### src/rtl/banzai_chip_pkg.sv
// Shared types and widths for the memristor chip master sequencer.
// Opcodes, FSM states and small opcode-classification helpers.
package banzai_chip_pkg;

    localparam int ADDR_W   = 8;
    localparam int SEED_W   = 8;
    localparam int BITOUT_W = 4;
    localparam int OP_W     = 3;

    typedef enum logic [OP_W-1:0] {
        OP_WRITE = 3'd0,
        OP_SEED  = 3'd1,
        OP_READ1 = 3'd2,
        OP_READ8 = 3'd3,
        OP_INFER = 3'd4
    } chip_op_e;

    typedef enum logic [2:0] {
        ST_IDLE,
        ST_SETUP,
        ST_EXEC,
        ST_SAMPLE,
        ST_HOLD,
        ST_RESP,
        ST_ERR
    } seq_state_e;

    function automatic logic op_is_legal(input logic [OP_W-1:0] op);
        return (op <= OP_INFER);
    endfunction

    // Ops that sample bit_out and therefore produce a response.
    function automatic logic op_has_sample(input logic [OP_W-1:0] op);
        return (op == OP_READ1) || (op == OP_READ8) || (op == OP_INFER);
    endfunction

    function automatic int max_int(input int a, input int b);
        return (a > b) ? a : b;
    endfunction

endpackage

### src/rtl/chip_phase_timer.sv
// Loadable down-counter shared by every sequencer phase.
// Saturates at zero; o_done is high whenever the count is zero.
module chip_phase_timer #(
    parameter int W = 5
) (
    input  logic         clk,
    input  logic         rst_n,
    input  logic         i_load,
    input  logic [W-1:0] i_load_val,
    output logic         o_done
);

    logic [W-1:0] r_count;

    always_ff @(posedge clk or negedge rst_n) begin
        if (!rst_n) begin
            r_count <= '0;
        end else if (i_load) begin
            r_count <= i_load_val;
        end else if (r_count != '0) begin
            r_count <= r_count - W'(1);
        end
    end

    assign o_done = (r_count == '0);

endmodule

### src/rtl/chip_sequencer.sv
// Command-driven master for the memristor inference chip: expands one
// high-level command into timed pin strobes and returns the bit_out nibble.
module chip_sequencer
    import banzai_chip_pkg::*;
#(
    parameter int SETUP_CYCLES = 2,
    parameter int PROG_CYCLES  = 16,
    parameter int INFER_CYCLES = 8,
    parameter int READ_LAT     = 2,
    parameter int HOLD_CYCLES  = 1
) (
    input  logic                clk,
    input  logic                rst_n,
    input  logic                cmd_valid,
    output logic                cmd_ready,
    input  logic [OP_W-1:0]     cmd_op,
    input  logic [ADDR_W-1:0]   cmd_row,
    input  logic [ADDR_W-1:0]   cmd_col,
    input  logic [SEED_W-1:0]   cmd_data,
    output logic                rsp_valid,
    input  logic                rsp_ready,
    output logic [BITOUT_W-1:0] rsp_data,
    output logic [OP_W-1:0]     rsp_op,
    output logic                err_pulse,
    output logic                chip_clk,
    output logic                CBL,
    output logic                CBLEN,
    output logic                CWL,
    output logic                inference,
    output logic                load_seed,
    output logic                read_1,
    output logic                read_8,
    output logic                load_mem,
    output logic                read_out,
    output logic [ADDR_W-1:0]   addr_full_row,
    output logic [ADDR_W-1:0]   addr_full_col,
    output logic [SEED_W-1:0]   seeds,
    input  logic [BITOUT_W-1:0] bit_out
);

    localparam int MAX_LEN = max_int(max_int(max_int(SETUP_CYCLES, PROG_CYCLES),
                                             max_int(INFER_CYCLES, READ_LAT)),
                                     HOLD_CYCLES);
    localparam int CNT_W = $clog2(MAX_LEN + 1);

    localparam logic [CNT_W-1:0] L_SETUP = CNT_W'(SETUP_CYCLES - 1);
    localparam logic [CNT_W-1:0] L_PROG  = CNT_W'(PROG_CYCLES - 1);
    localparam logic [CNT_W-1:0] L_INFER = CNT_W'(INFER_CYCLES - 1);
    localparam logic [CNT_W-1:0] L_READ  = CNT_W'(READ_LAT - 1);
    localparam logic [CNT_W-1:0] L_HOLD  = CNT_W'(HOLD_CYCLES - 1);

    seq_state_e          r_state;
    logic [OP_W-1:0]     r_op;
    logic                r_cmd_ready;
    logic                r_rsp_valid;
    logic [BITOUT_W-1:0] r_rsp_data;
    logic [OP_W-1:0]     r_rsp_op;
    logic                r_err_pulse;
    logic                r_chip_clk;
    logic                r_cbl;
    logic                r_cblen;
    logic                r_cwl;
    logic                r_load_mem;
    logic                r_load_seed;
    logic                r_read_1;
    logic                r_read_8;
    logic                r_inference;
    logic                r_read_out;
    logic [ADDR_W-1:0]   r_row;
    logic [ADDR_W-1:0]   r_col;
    logic [SEED_W-1:0]   r_seeds;

    logic                w_tmr_load;
    logic [CNT_W-1:0]    w_tmr_val;
    logic                w_tmr_done;

    // The timer reloads whenever a phase finishes, with the length of the
    // phase that follows; IDLE keeps it primed for SETUP.
    always_comb begin
        w_tmr_val = '0;
        case (r_state)
            ST_IDLE:   w_tmr_val = L_SETUP;
            ST_SETUP: begin
                if (r_op == OP_WRITE) begin
                    w_tmr_val = L_PROG;
                end else if (r_op == OP_INFER) begin
                    w_tmr_val = L_INFER;
                end else begin
                    w_tmr_val = '0;
                end
            end
            ST_EXEC:   w_tmr_val = op_has_sample(r_op) ? L_READ : L_HOLD;
            ST_SAMPLE: w_tmr_val = L_HOLD;
            default:   w_tmr_val = '0;
        endcase
    end

    assign w_tmr_load = w_tmr_done | (r_state == ST_IDLE);

    chip_phase_timer #(
        .W(CNT_W)
    ) u_timer (
        .clk        (clk),
        .rst_n      (rst_n),
        .i_load     (w_tmr_load),
        .i_load_val (w_tmr_val),
        .o_done     (w_tmr_done)
    );

    always_ff @(posedge clk or negedge rst_n) begin
        if (!rst_n) begin
            r_state     <= ST_IDLE;
            r_op        <= '0;
            r_cmd_ready <= 1'b0;
            r_rsp_valid <= 1'b0;
            r_rsp_data  <= '0;
            r_rsp_op    <= '0;
            r_err_pulse <= 1'b0;
            r_chip_clk  <= 1'b0;
            r_cbl       <= 1'b0;
            r_cblen     <= 1'b0;
            r_cwl       <= 1'b0;
            r_load_mem  <= 1'b0;
            r_load_seed <= 1'b0;
            r_read_1    <= 1'b0;
            r_read_8    <= 1'b0;
            r_inference <= 1'b0;
            r_read_out  <= 1'b0;
            r_row       <= '0;
            r_col       <= '0;
            r_seeds     <= '0;
        end else begin
            r_err_pulse <= 1'b0;
            case (r_state)
                ST_IDLE: begin
                    if (cmd_valid && r_cmd_ready) begin
                        r_op        <= cmd_op;
                        r_cmd_ready <= 1'b0;
                        if (op_is_legal(cmd_op)) begin
                            r_state <= ST_SETUP;
                            r_row   <= cmd_row;
                            r_col   <= cmd_col;
                            r_seeds <= (cmd_op == OP_SEED) ? cmd_data : '0;
                            r_cbl   <= (cmd_op == OP_WRITE) ? cmd_data[0] : 1'b0;
                        end else begin
                            r_state     <= ST_ERR;
                            r_err_pulse <= 1'b1;
                        end
                    end else begin
                        r_cmd_ready <= 1'b1;
                    end
                end
                ST_SETUP: begin
                    if (w_tmr_done) begin
                        r_state    <= ST_EXEC;
                        r_chip_clk <= 1'b1;
                        case (r_op)
                            OP_WRITE: begin
                                r_load_mem <= 1'b1;
                                r_cblen    <= 1'b1;
                                r_cwl      <= 1'b1;
                            end
                            OP_SEED:  r_load_seed <= 1'b1;
                            OP_READ1: r_read_1    <= 1'b1;
                            OP_READ8: r_read_8    <= 1'b1;
                            default:  r_inference <= 1'b1;
                        endcase
                    end
                end
                ST_EXEC: begin
                    if (w_tmr_done) begin
                        r_load_mem  <= 1'b0;
                        r_cblen     <= 1'b0;
                        r_cwl       <= 1'b0;
                        r_load_seed <= 1'b0;
                        r_read_1    <= 1'b0;
                        r_read_8    <= 1'b0;
                        r_inference <= 1'b0;
                        if (op_has_sample(r_op)) begin
                            r_state    <= ST_SAMPLE;
                            r_read_out <= 1'b1;
                            r_chip_clk <= ~r_chip_clk;
                        end else begin
                            r_state    <= ST_HOLD;
                            r_chip_clk <= 1'b0;
                        end
                    end else begin
                        r_chip_clk <= ~r_chip_clk;
                    end
                end
                ST_SAMPLE: begin
                    if (w_tmr_done) begin
                        r_state    <= ST_HOLD;
                        r_read_out <= 1'b0;
                        r_rsp_data <= bit_out;
                        r_rsp_op   <= r_op;
                        r_chip_clk <= 1'b0;
                    end else begin
                        r_chip_clk <= ~r_chip_clk;
                    end
                end
                ST_HOLD: begin
                    if (w_tmr_done) begin
                        if (op_has_sample(r_op)) begin
                            r_state     <= ST_RESP;
                            r_rsp_valid <= 1'b1;
                        end else begin
                            r_state     <= ST_IDLE;
                            r_cmd_ready <= 1'b1;
                        end
                    end
                end
                ST_RESP: begin
                    if (rsp_ready) begin
                        r_state     <= ST_IDLE;
                        r_rsp_valid <= 1'b0;
                        r_cmd_ready <= 1'b1;
                    end
                end
                ST_ERR: begin
                    r_state     <= ST_IDLE;
                    r_cmd_ready <= 1'b1;
                end
                default: begin
                    r_state     <= ST_IDLE;
                    r_cmd_ready <= 1'b0;
                end
            endcase
        end
    end

    assign cmd_ready     = r_cmd_ready;
    assign rsp_valid     = r_rsp_valid;
    assign rsp_data      = r_rsp_data;
    assign rsp_op        = r_rsp_op;
    assign err_pulse     = r_err_pulse;
    assign chip_clk      = r_chip_clk;
    assign CBL           = r_cbl;
    assign CBLEN         = r_cblen;
    assign CWL           = r_cwl;
    assign inference     = r_inference;
    assign load_seed     = r_load_seed;
    assign read_1        = r_read_1;
    assign read_8        = r_read_8;
    assign load_mem      = r_load_mem;
    assign read_out      = r_read_out;
    assign addr_full_row = r_row;
    assign addr_full_col = r_col;
    assign seeds         = r_seeds;

endmodule

### config.mk
export PLATFORM = sky130hd
export DESIGN_NAME = chip_sequencer
export DESIGN_NICKNAME = d
export VERILOG_FILES = /design/src/rtl/banzai_chip_pkg.sv /design/src/rtl/chip_phase_timer.sv /design/src/rtl/chip_sequencer.sv
export SDC_FILE = /design/constraint.sdc
export NUM_CORES = 1
export LEC_CHECK = 0
export BUFFER_PORTS_ARGS = -buffer_cell sky130_fd_sc_hd__buf_2
export CORE_AREA = 2 2 76 78
export DETAILED_ROUTE_END_ITERATION = 7
export DIE_AREA = 0 0 78 80
export GPL_ROUTABILITY_DRIVEN = 0
export PLACE_DENSITY_LB_ADDON = 0.1
export SLEW_MARGIN = 25
export SYNTH_ARGS = -nofsm -noshare
export SYNTH_HDL_FRONTEND = slang
export SYNTH_SLANG_ARGS = --single-unit
export TNS_END_PERCENT = 20
### constraint.sdc
create_clock -name clk -period 1.7 [get_ports clk]
set_input_delay 0.085 -clock clk [delete_from_list [all_inputs] [get_ports clk]]
set_output_delay 0.085 -clock clk [all_outputs]
set_load 0.005 [all_outputs]
==> metrics <==
die height 80 um; Core Area about 5400 um^2; Syn Nets ~250; Highest Clock Rate ~570 MHz; Int Power about 3.6 mW; max_slew headroom 0.750; Psw 1.87 mW; # setup viols final 2; Synth Area in Compound Gates 0.121; largest stage delay on the critical path around 0.52 ns; Final Cell Area between 3000 and 4000 um^2; n_diodes 0; RSZ-0062 raised after global routing yes; Cells after Synth 210; failing checks setup timing; number of I/O port buffers a little under 80; area delta synth->final 36.8%; FF-to-FF End r_state[2]; IO Pins 79; Placed Area about 3000 um^2; adder-cell share of the synthesized area 0.00526; vias in the first global route between 1500 and 2000; main combinational cell family by area after synthesis multiplexers; Netlist cell types 39; Comb pwr share 0.460; Reg-to-Reg Start u_timer.r_count[0]; Worst-Skew Late Latency roughly 0.30 ns; Filler Cell Count 471; Mapped Area 2380 um^2; actual slew at the worst max-slew pin about 0.36 ns; # DRC 0; total routed wirelength roughly 5.2 mm; Final HPWL DP 3.72 mm; hold path depth 3; crit-path cells inv_2, ha_4, or4b_4, o211a_1, a311oi_1, a21oi_1; Root Buffer clkbuf_8; FFs w/ async S/R, synth 1.00; Max IR drop VDD 829 uV; setup slack after layout -0.0637 ns; pwr/cell area 1690 nW/um^2; DIE WIDTH ~80 um; Post-synth EDFFs 0; hold endpoint seeds[7]; dpl ws -0.232 ns; Sw Share 0.339; initial core utilization 0.440; Main synth FF type dfrtp_1; CP required 1.88 ns; global route total overflow 0; slowest CP cell or4b_4; layout cell share with drive strength beyond 1 0.481; WHS 0.00122 ns; setup TNS -0.0766 ns; r2r setup slk -0.06 ns; H-tree levels 2; Final min period roughly 1.8 ns; DR WL/cell between 10 and 15 um; Final #Nets about 350; yosys synthesis warning count 0; mux cell area share after synthesis 0.140; Fin. Hold Viols 0; fin util 0.602; antenna-violating nets left 0; syn avg cell area around 11 um^2; clock share of power 0.159; Vias/cell 5.03; crit start category flop; first-pass GRT wire length between 8 and 9 mm; min-delay src cmd_data[7]; Placement Rows 27; initial antenna violation count 0; Pre-antenna DRT Iters 4; crit share post-route 1.04; clock skew ~0.0058 ns; CTS clk-pin slew, worst paths approximately 0.09 ns; clock sinks 53; Worst Setup End Kind flop; outcome finished with violations; P_leak between 1.5 and 2 nW; sequential area share after synthesis 0.557; Hold Path Class primary input to flop; CTS max path bufs 2; Max-Cap Viols 0; CTS tree yes; Post-Synth Simple-Gate Area 0.110; sequential power share 0.381; GRT Total Usage 0.177; Crit Path Max Fanout 5; #FFs+latches synth 53; Iteration-0 DRC Markers approximately 110; worst r2r path cells 6; worst path arrival time between 1.5 and 2 ns; routed vias just under 2000; Synth Area in XOR/XNOR 0.00736; Setup CP Type flop to flop; pin count of the biggest net entering global routing 54; die area around 6200 um^2; CTS Buf Count 5; Pins Over Slew Limit 0
-- power by group through the flow --
stage / Sequential, mW / Clock, mW / Combinational [mW]
2_1_floorplan: 2.17 / 0 / 1.27
3_3_place_gp: 2.11 / 0 / 2.32
3_5_place_dp: 2.12 / 0 / 2.34
4_1_cts: 2.10 / 0.898 / 2.42
5_1_grt: 2.16 / 0.962 / 2.80
6_report: 2.10 / 0.873 / 2.53
-- sequential cells by signal, summed over array words and instances (netlist names), 3 cells and up --
name	cells
seeds	8
addr_full_row	8
r_state	3
r_op	3
rsp_data	4
rsp_op	3
addr_full_col	8
u_timer.r_count	5
-- through the flow --
stage	instances	power [mW]
after global routing	388	5.93
after CTS	385	5.42
final	388	5.50
after floorplan	210	3.44
after detailed placement	373	4.45
after global placement	373	4.43
-- placed cells by master (no fill, tap or decap), types with 8 or more instances in the layout --
master and instances:
nor2_1 8, buf_2 78, nand2_1 9, buf_4 23, dfrtp_1 53, mux2_2 26, inv_1 16, o21ai_0 17
a21oi_1 9, nand3_1 10
-- worst max-delay path: cells and delay by family (launching register included) --
family / cells / cell delay [ns]
flip-flops: 1 / 0.40
AO/OA/AOI/OAI: 3 / 0.53
buffers and inverters: 1 / 0.08
adder cells (fa/ha/maj): 1 / 0.14
AND/OR/NAND/NOR: 1 / 0.52
-- synth_stat cells (3+ instances only) --
cell type / count / area [um^2]
mux2i_1: 3 / 30.0
inv_1: 18 / 67.6
a31oi_1: 5 / 31.3
o21ai_0: 17 / 85.1
nand3_1: 10 / 50.1
a21oi_1: 11 / 55.1
nand2_1: 10 / 37.5
mux2_2: 27 / 304
nor3_1: 6 / 30.0
dfrtp_1: 53 / 1330
clkbuf_1: 5 / 18.8
nor2_1: 8 / 30.0
-- area by class of cell --
cell class	count	area (um^2)	share of cell area
clock buffer	7	86.3	0.0265
clock inverter	1	30.0	0.00922
inverter	18	67.6	0.0208
multi-input combinational	127	980	0.301
sequential	53	1330	0.407
tap	72	90.1	0.0277
timing repair buffer	110	676	0.208
-- metal layers --
metal,global-route usage,wire [um],vias up
li1,-,-,954
met1,0.251,2430,925
met2,0.272,2450,64
met3,0.0283,269,9
met4,0.0684,74,0
met5,0,0,-
-- cell families after synthesis --
kind of cell	count (synthesis)
and+or+nand+nor	47
DFF	53
AOI/OAI and AO/OA	47
xor gates and xnor gates	2
adders and majority gates	1
buffers and inverters	30
muxes	30
-- timing repair --
action / CTS / global route
gates resized for setup: 8 / 9
pin swaps: 3 / 2
endpoints found under the hold margin: 56 / 1
hold buffers: 4 / 1
setup buffers: 0 / 2
endpoints found under the setup margin: 38 / 35
-- worst max path at each step --
stage / from / to / cells after the start
2_1_floorplan: r_state[0] / addr_full_col[0] / 5
6_report: u_timer.r_count[0] / r_state[2] / 6
3_3_place_gp: u_timer.r_count[0] / r_state[2] / 6
3_5_place_dp: u_timer.r_count[0] / r_state[2] / 6
5_1_grt: u_timer.r_count[0] / r_state[2] / 6
4_1_cts: u_timer.r_count[1] / r_state[2] / 6
No activity file was read; power rests on OpenSTA's default activity.
